<file path="src/rtl/ascii_token_parser.sv">
// ascii_token_parser
//   Turns a stream of received UART bytes into calculator tokens. Consecutive
//   decimal digits accumulate into one unsigned operand. Command letters
//   decode to operation codes. Each completed number or command is emitted
//   as a one-cycle token strobe. Malformed input raises a one-cycle error
//   strobe.
//
// Ports
//   clk            system clock, rising edge
//   rst            asynchronous active-high reset
//   rx_valid       one-cycle strobe, rx_data holds a received byte
//   rx_data[7:0]   received ASCII byte
//   rx_ready       a byte can be accepted this cycle (low only in EMIT_OP)
//   tok_valid      one-cycle token strobe
//   tok_is_number  1 = numeric token, 0 = command token
//   tok_value      operand value (0 for command tokens)
//   tok_op[3:0]    12 SIN, 13 COS, 14 SQUARE, 15 IS_PRIME (0 for numbers)
//   err_valid      one-cycle error strobe
//   err_code[1:0]  1 overflow, 2 invalid character; held until next error
//   busy           a number is partially accumulated (ACCUM or SKIP)
module ascii_token_parser #(
  parameter int NUM_WIDTH  = 16,
  parameter int MAX_DIGITS = 5
) (
  input  logic                 clk,
  input  logic                 rst,
  input  logic                 rx_valid,
  input  logic [7:0]           rx_data,
  output logic                 rx_ready,
  output logic                 tok_valid,
  output logic                 tok_is_number,
  output logic [NUM_WIDTH-1:0] tok_value,
  output logic [3:0]           tok_op,
  output logic                 err_valid,
  output logic [1:0]           err_code,
  output logic                 busy
);

  localparam int CW = $clog2(MAX_DIGITS + 1);
  // Four spare bits hold acc*10 + digit without wrapping.
  localparam int AW = NUM_WIDTH + 4;
  localparam logic [AW-1:0] MAX_VAL = {4'b0000, {NUM_WIDTH{1'b1}}};
  localparam logic [CW-1:0] MAX_CNT = CW'(MAX_DIGITS);

  localparam logic [1:0] ERR_OVF = 2'd1;
  localparam logic [1:0] ERR_INV = 2'd2;

  typedef enum logic [1:0] {
    S_IDLE    = 2'd0,
    S_ACCUM   = 2'd1,
    S_SKIP    = 2'd2,
    S_EMIT_OP = 2'd3
  } state_t;

  state_t                 state_q, state_d;
  logic [NUM_WIDTH-1:0]   acc_q, acc_d;
  logic [CW-1:0]          cnt_q, cnt_d;
  logic [3:0]             op_q, op_d;
  logic                   tok_valid_q, tok_valid_d;
  logic                   tok_is_number_q, tok_is_number_d;
  logic [NUM_WIDTH-1:0]   tok_value_q, tok_value_d;
  logic [3:0]             tok_op_q, tok_op_d;
  logic                   err_valid_q, err_valid_d;
  logic [1:0]             err_code_q, err_code_d;

  // Byte classification
  logic       is_digit, is_cmd, is_term, is_esc;
  logic [3:0] cmd_op;

  always_comb begin
    is_digit = (rx_data >= 8'h30) && (rx_data <= 8'h39);
    is_term  = (rx_data == 8'h0D) || (rx_data == 8'h0A) || (rx_data == 8'h20);
    is_esc   = (rx_data == 8'h1B);
    is_cmd   = 1'b1;
    cmd_op   = 4'd0;
    case (rx_data)
      8'h73, 8'h53: cmd_op = 4'd12;
      8'h63, 8'h43: cmd_op = 4'd13;
      8'h6B, 8'h4B: cmd_op = 4'd14;
      8'h70, 8'h50: cmd_op = 4'd15;
      default:      is_cmd = 1'b0;
    endcase
  end

  logic          accept;
  logic [AW-1:0] acc_ext, next_val;
  logic          ovf;

  assign accept   = rx_valid && (state_q != S_EMIT_OP);
  assign acc_ext  = AW'(acc_q);
  assign next_val = (acc_ext << 3) + (acc_ext << 1) + AW'(rx_data[3:0]);
  // Too many digits (leading zeros included) or value out of range.
  assign ovf      = (cnt_q == MAX_CNT) || (next_val > MAX_VAL);

  always_comb begin
    state_d         = state_q;
    acc_d           = acc_q;
    cnt_d           = cnt_q;
    op_d            = op_q;
    tok_valid_d     = 1'b0;
    tok_is_number_d = 1'b0;
    tok_value_d     = '0;
    tok_op_d        = 4'd0;
    err_valid_d     = 1'b0;
    err_code_d      = err_code_q;

    case (state_q)
      S_IDLE: begin
        if (accept) begin
          if (is_digit) begin
            acc_d   = NUM_WIDTH'(rx_data[3:0]);
            cnt_d   = CW'(1);
            state_d = S_ACCUM;
          end else if (is_cmd) begin
            tok_valid_d = 1'b1;
            tok_op_d    = cmd_op;
          end else if (!is_term && !is_esc) begin
            err_valid_d = 1'b1;
            err_code_d  = ERR_INV;
          end
        end
      end

      S_ACCUM: begin
        if (accept) begin
          if (is_digit) begin
            if (ovf) begin
              err_valid_d = 1'b1;
              err_code_d  = ERR_OVF;
              acc_d       = '0;
              cnt_d       = '0;
              state_d     = S_SKIP;
            end else begin
              acc_d = next_val[NUM_WIDTH-1:0];
              cnt_d = cnt_q + CW'(1);
            end
          end else begin
            // Any non-digit closes the operand; only term/cmd emit it.
            acc_d   = '0;
            cnt_d   = '0;
            state_d = S_IDLE;
            if (is_term || is_cmd) begin
              tok_valid_d     = 1'b1;
              tok_is_number_d = 1'b1;
              tok_value_d     = acc_q;
            end
            if (is_cmd) begin
              op_d    = cmd_op;
              state_d = S_EMIT_OP;
            end else if (!is_term && !is_esc) begin
              err_valid_d = 1'b1;
              err_code_d  = ERR_INV;
            end
          end
        end
      end

      S_SKIP: begin
        if (accept && !is_digit) begin
          state_d = S_IDLE;
          if (is_cmd) begin
            tok_valid_d = 1'b1;
            tok_op_d    = cmd_op;
          end else if (!is_term && !is_esc) begin
            err_valid_d = 1'b1;
            err_code_d  = ERR_INV;
          end
        end
      end

      S_EMIT_OP: begin
        // The number token went out last cycle; now the latched command.
        tok_valid_d = 1'b1;
        tok_op_d    = op_q;
        op_d        = 4'd0;
        state_d     = S_IDLE;
      end

      default: state_d = S_IDLE;
    endcase
  end

  always_ff @(posedge clk or posedge rst) begin
    if (rst) begin
      state_q         <= S_IDLE;
      acc_q           <= '0;
      cnt_q           <= '0;
      op_q            <= 4'd0;
      tok_valid_q     <= 1'b0;
      tok_is_number_q <= 1'b0;
      tok_value_q     <= '0;
      tok_op_q        <= 4'd0;
      err_valid_q     <= 1'b0;
      err_code_q      <= 2'd0;
    end else begin
      state_q         <= state_d;
      acc_q           <= acc_d;
      cnt_q           <= cnt_d;
      op_q            <= op_d;
      tok_valid_q     <= tok_valid_d;
      tok_is_number_q <= tok_is_number_d;
      tok_value_q     <= tok_value_d;
      tok_op_q        <= tok_op_d;
      err_valid_q     <= err_valid_d;
      err_code_q      <= err_code_d;
    end
  end

  assign rx_ready      = (state_q != S_EMIT_OP);
  assign busy          = (state_q == S_ACCUM) || (state_q == S_SKIP);
  assign tok_valid     = tok_valid_q;
  assign tok_is_number = tok_is_number_q;
  assign tok_value     = tok_value_q;
  assign tok_op        = tok_op_q;
  assign err_valid     = err_valid_q;
  assign err_code      = err_code_q;

endmodule

</file>
<file path="config.mk">
export PLATFORM = sky130hd
export DESIGN_NAME = ascii_token_parser
export DESIGN_NICKNAME = d
export VERILOG_FILES = /design/src/rtl/ascii_token_parser.sv
export SDC_FILE = /design/constraint.sdc
export NUM_CORES = 1
export LEC_CHECK = 0
export CORE_MARGIN = 2
export CORE_UTILIZATION = 63
export CTS_BUF_LIST = sky130_fd_sc_hd__clkbuf_8
export DETAILED_ROUTE_END_ITERATION = 8
export PLACE_DENSITY = 0.92
export SLEW_MARGIN = 20
export SYNTH_ARGS = -nofsm -noshare
export SYNTH_HDL_FRONTEND = slang
export SYNTH_SLANG_ARGS = --single-unit
</file>
<file path="constraint.sdc">
create_clock -name clk -period 5.6 [get_ports clk]
set_clock_uncertainty 0.05 [all_clocks]
set_input_delay 1.12 -clock clk [delete_from_list [all_inputs] [get_ports clk]]
set_output_delay 1.12 -clock clk [all_outputs]
set_load 0.005 [all_outputs]
</file>
After elaboration in Yosys (flattened, before gate mapping)
Index checks and enable logic that the tools add are counted.
W data, S select, Z words.
{"block": "classes", "addsub": 3, "magnitude_cmp": 3, "n_eq_ne": 25, "mux": 62, "n_reduce_logical": 25}
{"op": "$mux W16", "n": 9}
{"op": "$eq A8 B7 Y1 const B", "n": 8}
{"op": "$pmux W16 S2", "n": 1}
{"op": "$mux W2", "n": 15}
{"op": "$mux W4", "n": 7}
{"op": "$add A19 B17 Y20", "n": 1}
{"op": "$add A20 B4 Y20", "n": 1}
{"op": "$gt A20 B16 Y1 const B", "n": 1}
{"op": "$mux W1", "n": 17}
{"op": "$eq A8 B4 Y1 const B", "n": 2}
{"op": "$ne A2 B2 Y1 const B", "n": 8}
{"op": "$pmux W4 S4", "n": 1}
{"op": "$mux W3", "n": 5}
{"op": "$pmux W4 S3", "n": 1}
{"op": "$eq A8 B5 Y1 const B", "n": 1}
{"op": "$eq A8 B6 Y1 const B", "n": 1}
{"op": "$ge A8 B6 Y1 const B", "n": 1}
{"op": "$le A8 B6 Y1 const B", "n": 1}
{"op": "$pmux W2 S4", "n": 1}
{"op": "$pmux W4 S2", "n": 1}
{"op": "$reduce_and A4 Y1", "n": 2}
{"op": "$reduce_or A2 Y1", "n": 4}
{"op": "$reduce_or A8 Y1", "n": 1}
{"op": "$pmux W2 S3", "n": 1}
{"op": "16 further kinds", "n": 27}
{"block": "word_totals", "register_bits": 50, "inputBits": 11, "word_cells": 128}

Longest topological paths before layout
Gate-level depths: netlist of run 1.
{"block": "depth", "ltp_word": 10, "mapped_depth": 13, "ltp_nobuf": 11}

Worst setup path after synthesis of run 1
Ideal clock, no wire load.
{"block": "synth_path", "path_kind": "in2reg", "startpoint": "in rx_data[3]", "endpoint": "reg acc_q[1]", "setup_time_ns": 0.092, "arrival_ns": 4.213, "required_ns": 5.458, "slack_ns": 1.245, "cell_stages": 12, "n_path_buf": 2, "cell_sequence": "clkbuf_1 > inv_1 > fa_1 > fa_1 > nand2b_1 > a211oi_1 > nor2_1 > o211ai_1 > mux2_2 > or3_1 > buf_2 > o31ai_2"}
{"block": "synth_via", "elab_chain_len": 7, "elab_cells_between_ends": 12}
{"item": "from (decl)", "line": "28", "text": "input logic [7:0] rx_data,"}
{"item": "$add A20 B4 Y20", "line": "91", "text": "assign next_val = (acc_ext << 3) + (acc_ext << 1) + AW'(rx_data[3:0]);"}
{"item": "$gt A20 B16 Y1", "line": "93", "text": "assign ovf = (cnt_q == MAX_CNT) || (next_val > MAX_VAL);"}
{"item": "$logic_or A1 B1 Y1", "line": "93"}
{"item": "$mux W16", "line": "127", "text": "if (ovf) begin"}
{"item": "$mux W16", "line": "126", "text": "if (is_digit) begin"}
{"item": "$mux W16", "line": "125", "text": "if (accept) begin"}
{"item": "$pmux W16 S2", "line": "107", "text": "case (state_q)"}
{"item": "to (signal assigned)", "line": "186", "text": "acc_q <= '0;"}
{"item": "to (signal assigned)", "line": "197", "text": "acc_q <= acc_d;"}
{"item": "to (decl)", "line": "56", "text": "logic [NUM_WIDTH-1:0] acc_q, acc_d;"}
Several ways; a longest one is shown, not always the timed one. The select of a mux whose other input is x is not followed.
A chain may end at the register's enable or synchronous reset.

Final worst setup path of run 1
Ends and elaborated chain as after synthesis.

==> results.toml, run 1 <==
[run_status]
status = "finished, final reports clean"

[min_path]
hp-class = "reg -> reg"

[worst_setup_path]
crit_family = "adder cells"
critPathSlowestCell = "clkdlybuf4s50_1"
path_buf_inv = 2
path_common_cell = "fa_1"
startpoint_type = "input port"
ff2ff_setup_slack_ns = 2.03
crit_arrival_ns = 4.90
cp-end-kind = "flip-flop"
cpPeakStageDelay_ns = 0.67
path_cells = "clkdlybuf4s50_1 -> inv_1 -> fa_1 -> fa_1 -> nand2b_1 -> a211oi_1 -> nor2_1 -> o211ai_1 -> mux2_2 -> or3_1 -> o31ai_2"
path_max_fanout = 10
worstSetupPathType = "in -> reg"
worstPathRequired_ns = 5.77

[routing]
via_per_inst = 6.41
route.vias.total = 2822
drt_wl_total_microns = 7490
firstDrtPassIters = 4
drt-met1-wl_microns = 3290
postRouteAntennaNets = 0
route.met2.wl_microns = 3590
dr_wl_met3_microns = 466
top_layer_used = "met4"
drtIter0Drc = 192
avgRoutedWirePerCell_microns = 17.0
drc = 0

[die]
fp.coreArea_sq_um = 5070
die_x_microns = 76.1
dieHeight_microns = 76.1
rows = 26
dieArea_sq_um = 5790
start_util_pct = 64.5
ios = 38

[clocking]
clkLatencyLatePin_ns = 0.30
cts_setup_buffers = 0
htreeDepth = 2
cts.clk_slew.worst_paths_ns = 0.09
cts-resized-gates = 0
clock-sinks = 48
cts_tree = "built"
clock_path_buffers = 2
cts-buffers-inserted = 5
postCtsHoldBufs = 0
cts_root_buffer = "clkbuf_8"

[sta]
max_freq_mhz = 211
hold_ws_ns = 0.434
hold_viol_final = 0
min_period_ns = 4.74
layout_worst_path_cycle_share_pct = 84.6
slew_headroom_pct = 46.2
tightest_slew_ns = 0.807
slew_violations = 0
rsz0062_at_grt = "false"
setup_tns_ns = 0
setup_violations = 0

[power]
powerDensity_nw_per_um2 = 279
leakagePower_nw = 1.86
ir_worst_vdd_mv = 0.225

[placement]
place_hpwl_microns = 5470
placed_cell_area_sq_um = 3690
place_congestion = 0.919
port_buffers = 37
dp_cells = 432

[synthesis]
yosysMostFrequentCell = "dfrtp_1"
synthArstFlopShare_pct = 100
ys_top_cells_by_count = "dfrtp_1 (48), ha_1 (38), a21oi_1 (25)"
syn_area_sq_um = 3270
synth_top_area_cell = "dfrtp_1"
yosysWarnings = 0
syn-num-nets = 388
synth_edf_count = 0
synth_seq_cells = 48
synth_top_area_share_pct = 36.7
ys.flop_type = "dfrtp_1"
synth_cells = 337
avgSynthCellArea_sq_um = 9.71
synth_area_leaders = "dfrtp_1 (37%), ha_1 (15%), a21oi_1 (3.8%), a22o_1 (3.5%), and2_1 (3.1%)"
yosysSeqAreaShare_pct = 36.7
synth_cell_types = 59

[global_route]
grt_max_degree = 49
track_usage_pct = 26.9
grt_antenna_before_repair = 0
grt_pass1_wl_microns = 12800
grt_pass1_vias = 2761
grt_overflow = 0

[run]
drv_cap = 0

[cells_and_area]
fin_area_sq_um = 3810
area_growth_pct = 16.4
n_antenna_cell = 0
fin_nets = 420
stdcell_count = 440
drive_gt1_share_pct = 5.95
[routing by layer]
layer  global-route usage, %  vias up
met2                    44.6      136
met1                    35.1     1361
met4                    10.7        0
met5                       0        -
li1                        -     1309
met3                    4.86       16
[path summary, 6_finish.rpt]
| kind | from | end | cells after the start |
|---|---|---|---|
| min in group asynchronous | rst | tok_value[2]$_DFF_PP0_ | 2 |
| min | err_code[0]$_DFFE_PP0P_ | err_code[0]$_DFFE_PP0P_ | 1 |
| max in group asynchronous | rst | acc_q[0]$_DFFE_PP0P_ | 2 |
| max reg2reg | acc_q[2]$_DFFE_PP0P_ | acc_q[1]$_DFFE_PP0P_ | 10 |
| min reg2reg | err_code[0]$_DFFE_PP0P_ | err_code[0]$_DFFE_PP0P_ | 1 |
| max | rx_data[3] | acc_q[1]$_DFFE_PP0P_ | 11 |
[worst register-to-register path, cell delays in order (launching register included)]
cell      delay [ns]
dfrtp_1         0.42
inv_1           0.12
fa_1            0.46
fa_1            0.47
nand2b_1        0.20
a211oi_1        0.27
nor2_1          0.10
o211ai_1        0.20
mux2_2          0.43
or3_1           0.51
o31ai_2         0.26
[logic make-up after synthesis]
| group | after synthesis | share of synthesized area [%] |
|---|---|---|
| and+or+nand+nor | 100 | 17.1 |
| AOI/OAI and AO/OA | 102 | 22.2 |
| adders and majority gates | 40 | 15.8 |
| buffers and inverters | 31 | 3.79 |
| muxes | 4 | 1.26 |
| DFF | 48 | 36.7 |
| xor gates and xnor gates | 12 | 3.21 |
[final cells by class]
class / count / area (sq um)
inverters: 17 / 65.1
clock inverters: 3 / 42.5
well taps: 70 / 87.6
fillers: 349 / 1270
multi-input cells: 258 / 1960
flip-flops and latches: 48 / 1200
clock buffers: 5 / 68.8
repair buffers: 39 / 385
[cells in the final DEF (no fill, tap or decap), drive strengths merged, types with 2 or more instances in the layout]
cell type      instances
ha                    38
buf                    2
nor4                   2
nand4b                 2
nor3b                  5
fa                     2
nand2                 21
mux2i                  3
o211ai                 6
and2                  16
xor2                   4
nand2b                 5
o2111ai                2
and3                   5
o21ai                 18
nand3                  6
a21o                   9
o31ai                  6
o2bb2ai                2
clkinv                 2
a21oi                 26
inv                   16
or3                    2
clkdlybuf4s50         37
a211oi                 3
o2111a                 2
nor4b                  2
a31oi                  2
clkbuf                 5
nor3                   6
a22o                  13
dfrtp                 48
o21bai                 2
xnor2                  8
nor2                  19
[where the power goes]
part	total, W	switching (W)	leakage, nW	internal [W]
sequential	0.000408	0.0000315	0.646	0.000377
combinational	0.000399	0.000240	1.16	0.000159
clock	0.000253	0.000121	0.0541	0.000132
total	0.00106	0.000393	1.86	0.000669
[through the flow]
stage	setup WS, ns	total power (W)	util (%)
after CTS	0.917	0.00105	74.9
after floorplan	1.24	0.000692	-
final	0.864	0.00106	75.0
after detailed placement	0.607	0.000802	72.7
after global routing	0.687	0.00112	75.0
after global placement	0.687	0.000782	72.7
[state kept, by name, indices dropped and copies added (netlist names)]
signal	cells
err_valid	1
tok_valid	1
tok_op	3
state_q	2
acc_q	16
cnt_q	3
op_q	3
tok_value	16
tok_is_number	1
err_code	2
(Power assumes the default switching activity.)
==> run 2: changes to the inputs <==
CORE_UTILIZATION = 58   (was 63)
PLACE_DENSITY = 0.86   (was 0.92)
clock period = 4.93 ns   (was 5.6 ns; I/O delays follow)
==> results.toml, run 2 (synthesis gave the netlist of run 1 again) <==
[run_status]
status = "finished, final reports clean"

[die]
ios = 38
dieArea_sq_um = 6260
fp.coreArea_sq_um = 5470
dieHeight_microns = 79.1
rows = 27
die_x_microns = 79.1
start_util_pct = 59.8

[sta]
slew_headroom_pct = 44.8
layout_worst_path_cycle_share_pct = 89.7
setup_tns_ns = 0
tightest_slew_ns = 0.827
max_freq_mhz = 226
setup_violations = 0
rsz0062_at_grt = "false"
hold_viol_final = 0
hold_ws_ns = 0.439
min_period_ns = 4.42
setup_ws_ns = 0.507
slew_violations = 0

[run]
drv_cap = 0

[min_path]
hp-class = "reg -> reg"

[global_route]
track_usage_pct = 25.2
grt_pass1_vias = 2613
grt_max_degree = 49
grt_antenna_before_repair = 0
grt_pass1_wl_microns = 12400
grt_overflow = 0

[placement]
pre_cts_ws_ns = 0.245
place_congestion = 0.949
dp_cells = 436
place_hpwl_microns = 5440
port_buffers = 37

[routing]
drc = 0
postRouteAntennaNets = 0
drtIter0Drc = 187
route.vias.total = 2747
avgRoutedWirePerCell_microns = 16.7
firstDrtPassIters = 5
via_per_inst = 6.19
drt_wl_total_microns = 7410

[power]
ir_worst_vdd_mv = 0.181
pwr-share-seq_pct = 38.4
powerDensity_nw_per_um2 = 315
clockPowerShare_pct = 23.9
leakagePower_nw = 1.87
comb_power_share_pct = 37.7
power.switching_w = 0.000442
switching_share_pct = 36.7
intPower_w = 0.000763

[clocking]
postCtsHoldBufs = 0
clock-sinks = 48
cts_setup_buffers = 0
clkLatencyLatePin_ns = 0.30
cts-buffers-inserted = 5
htreeDepth = 2
cts.clk_slew.worst_paths_ns = 0.10
clock_path_buffers = 2
cts-resized-gates = 0
cts_tree = "built"
cts_root_buffer = "clkbuf_8"

[cells_and_area]
drive_gt1_share_pct = 6.45
stdcell_count = 444
layout_common_cells = "dfrtp_1 (48), ha_1 (38), clkdlybuf4s50_1 (37)"
fin_util_pct = 69.9
layout_commonest_cell = "dfrtp_1"
n_antenna_cell = 0
area_growth_pct = 16.9
fin_nets = 422

[worst_setup_path]
worstSetupPathType = "in -> reg"
crit_family = "adder cells"
rr_worst_depth = 10
cp_num_cells = 12
cp-end-kind = "flip-flop"
ff2ff_setup_slack_ns = 1.31
worstPathRequired_ns = 5.09
crit_arrival_ns = 4.58
path_max_fanout = 7
r2r-start = "acc_q[0]$_DFFE_PP0P_"
rr_endpoint = "acc_q[1]$_DFFE_PP0P_"
startpoint_type = "input port"
cpPeakStageDelay_ns = 0.54
path_buf_inv = 2
critPathSlowestCell = "clkdlybuf4s50_1"
worstSetupEndpoint = "acc_q[1]$_DFFE_PP0P_"
path_cells = "clkdlybuf4s50_1 -> ha_1 -> ha_1 -> inv_1 -> fa_1 -> nand2b_1 -> a211oi_1 -> nor2_1 -> o211ai_1 -> mux2_2 -> or3_1 -> o31ai_2"
crit_start = "rx_data[2]"
path_common_cell = "ha_1"
-- run 2: routing by layer --
layer / global-route usage [%] / part of all wire [%] / up-vias / routed length, microns
li1: - / - / 1318 / -
met1: 36.7 / 46 / 1324 / 3380
met2: 37.8 / 47 / 96 / 3500
met3: 5.80 / 6.3 / 9 / 468
met4: 6.90 / 0.92 / 0 / 68
met5: 0 / 0 / - / 0
-- run 2: layout make-up --
class	count	area (sq um)
clock inverters	3	42.5
well taps	72	90.1
multi-input cells	258	1960
clock buffers	5	68.8
flip-flops and latches	48	1200
fillers	414	1650
repair buffers	41	400
inverters	17	65.1
-- run 2: power by group through the flow --
stage | registers [W] | clock network [W] | logic (W)
5_1_grt | 0.000466 | 0.000308 | 0.000504
2_1_floorplan | 0.000460 | 0 | 0.000326
3_5_place_dp | 0.000469 | 0 | 0.000440
6_report | 0.000463 | 0.000287 | 0.000454
4_1_cts | 0.000461 | 0.000293 | 0.000448
3_3_place_gp | 0.000468 | 0 | 0.000427
-- run 2: per-stage QoR --
stage / cell area (sq um) / total power [W]
floorplan: 3270 / 0.000787
global placement: 3710 / 0.000894
detailed placement: 3710 / 0.000910
CTS: 3820 / 0.00120
global route: 3830 / 0.00128
finish: 3830 / 0.00120
-- run 2: worst min-delay path by stage --
stage	start	to	slack [ns]	cells past startpoint
after CTS	op_q[2]$_DFFE_PP0P_	op_q[2]$_DFFE_PP0P_	0.44	2
after global routing	op_q[2]$_DFFE_PP0P_	op_q[2]$_DFFE_PP0P_	0.47	2
after global placement	op_q[2]$_DFFE_PP0P_	op_q[2]$_DFFE_PP0P_	0.41	2
final	op_q[2]$_DFFE_PP0P_	op_q[2]$_DFFE_PP0P_	0.44	2
after floorplan	op_q[2]$_DFFE_PP0P_	op_q[2]$_DFFE_PP0P_	0.40	2
after detailed placement	op_q[2]$_DFFE_PP0P_	op_q[2]$_DFFE_PP0P_	0.42	2
-- run 2: tightest hold or removal path, delay by kind of cell, from the launching register on --
family / cells / cell delay (ns)
and+or+nand+nor: 2 / 0.11
DFF: 1 / 0.35
==> run 3: changes to the inputs <==
CTS_CLUSTER_DIAMETER = 60   (was default)
HOLD_SLACK_MARGIN = 0.12   (was default)
TNS_END_PERCENT = 30   (was default)
==> results of run 3 <==
Final layout, timing and power as in run 2 (identical DEF).
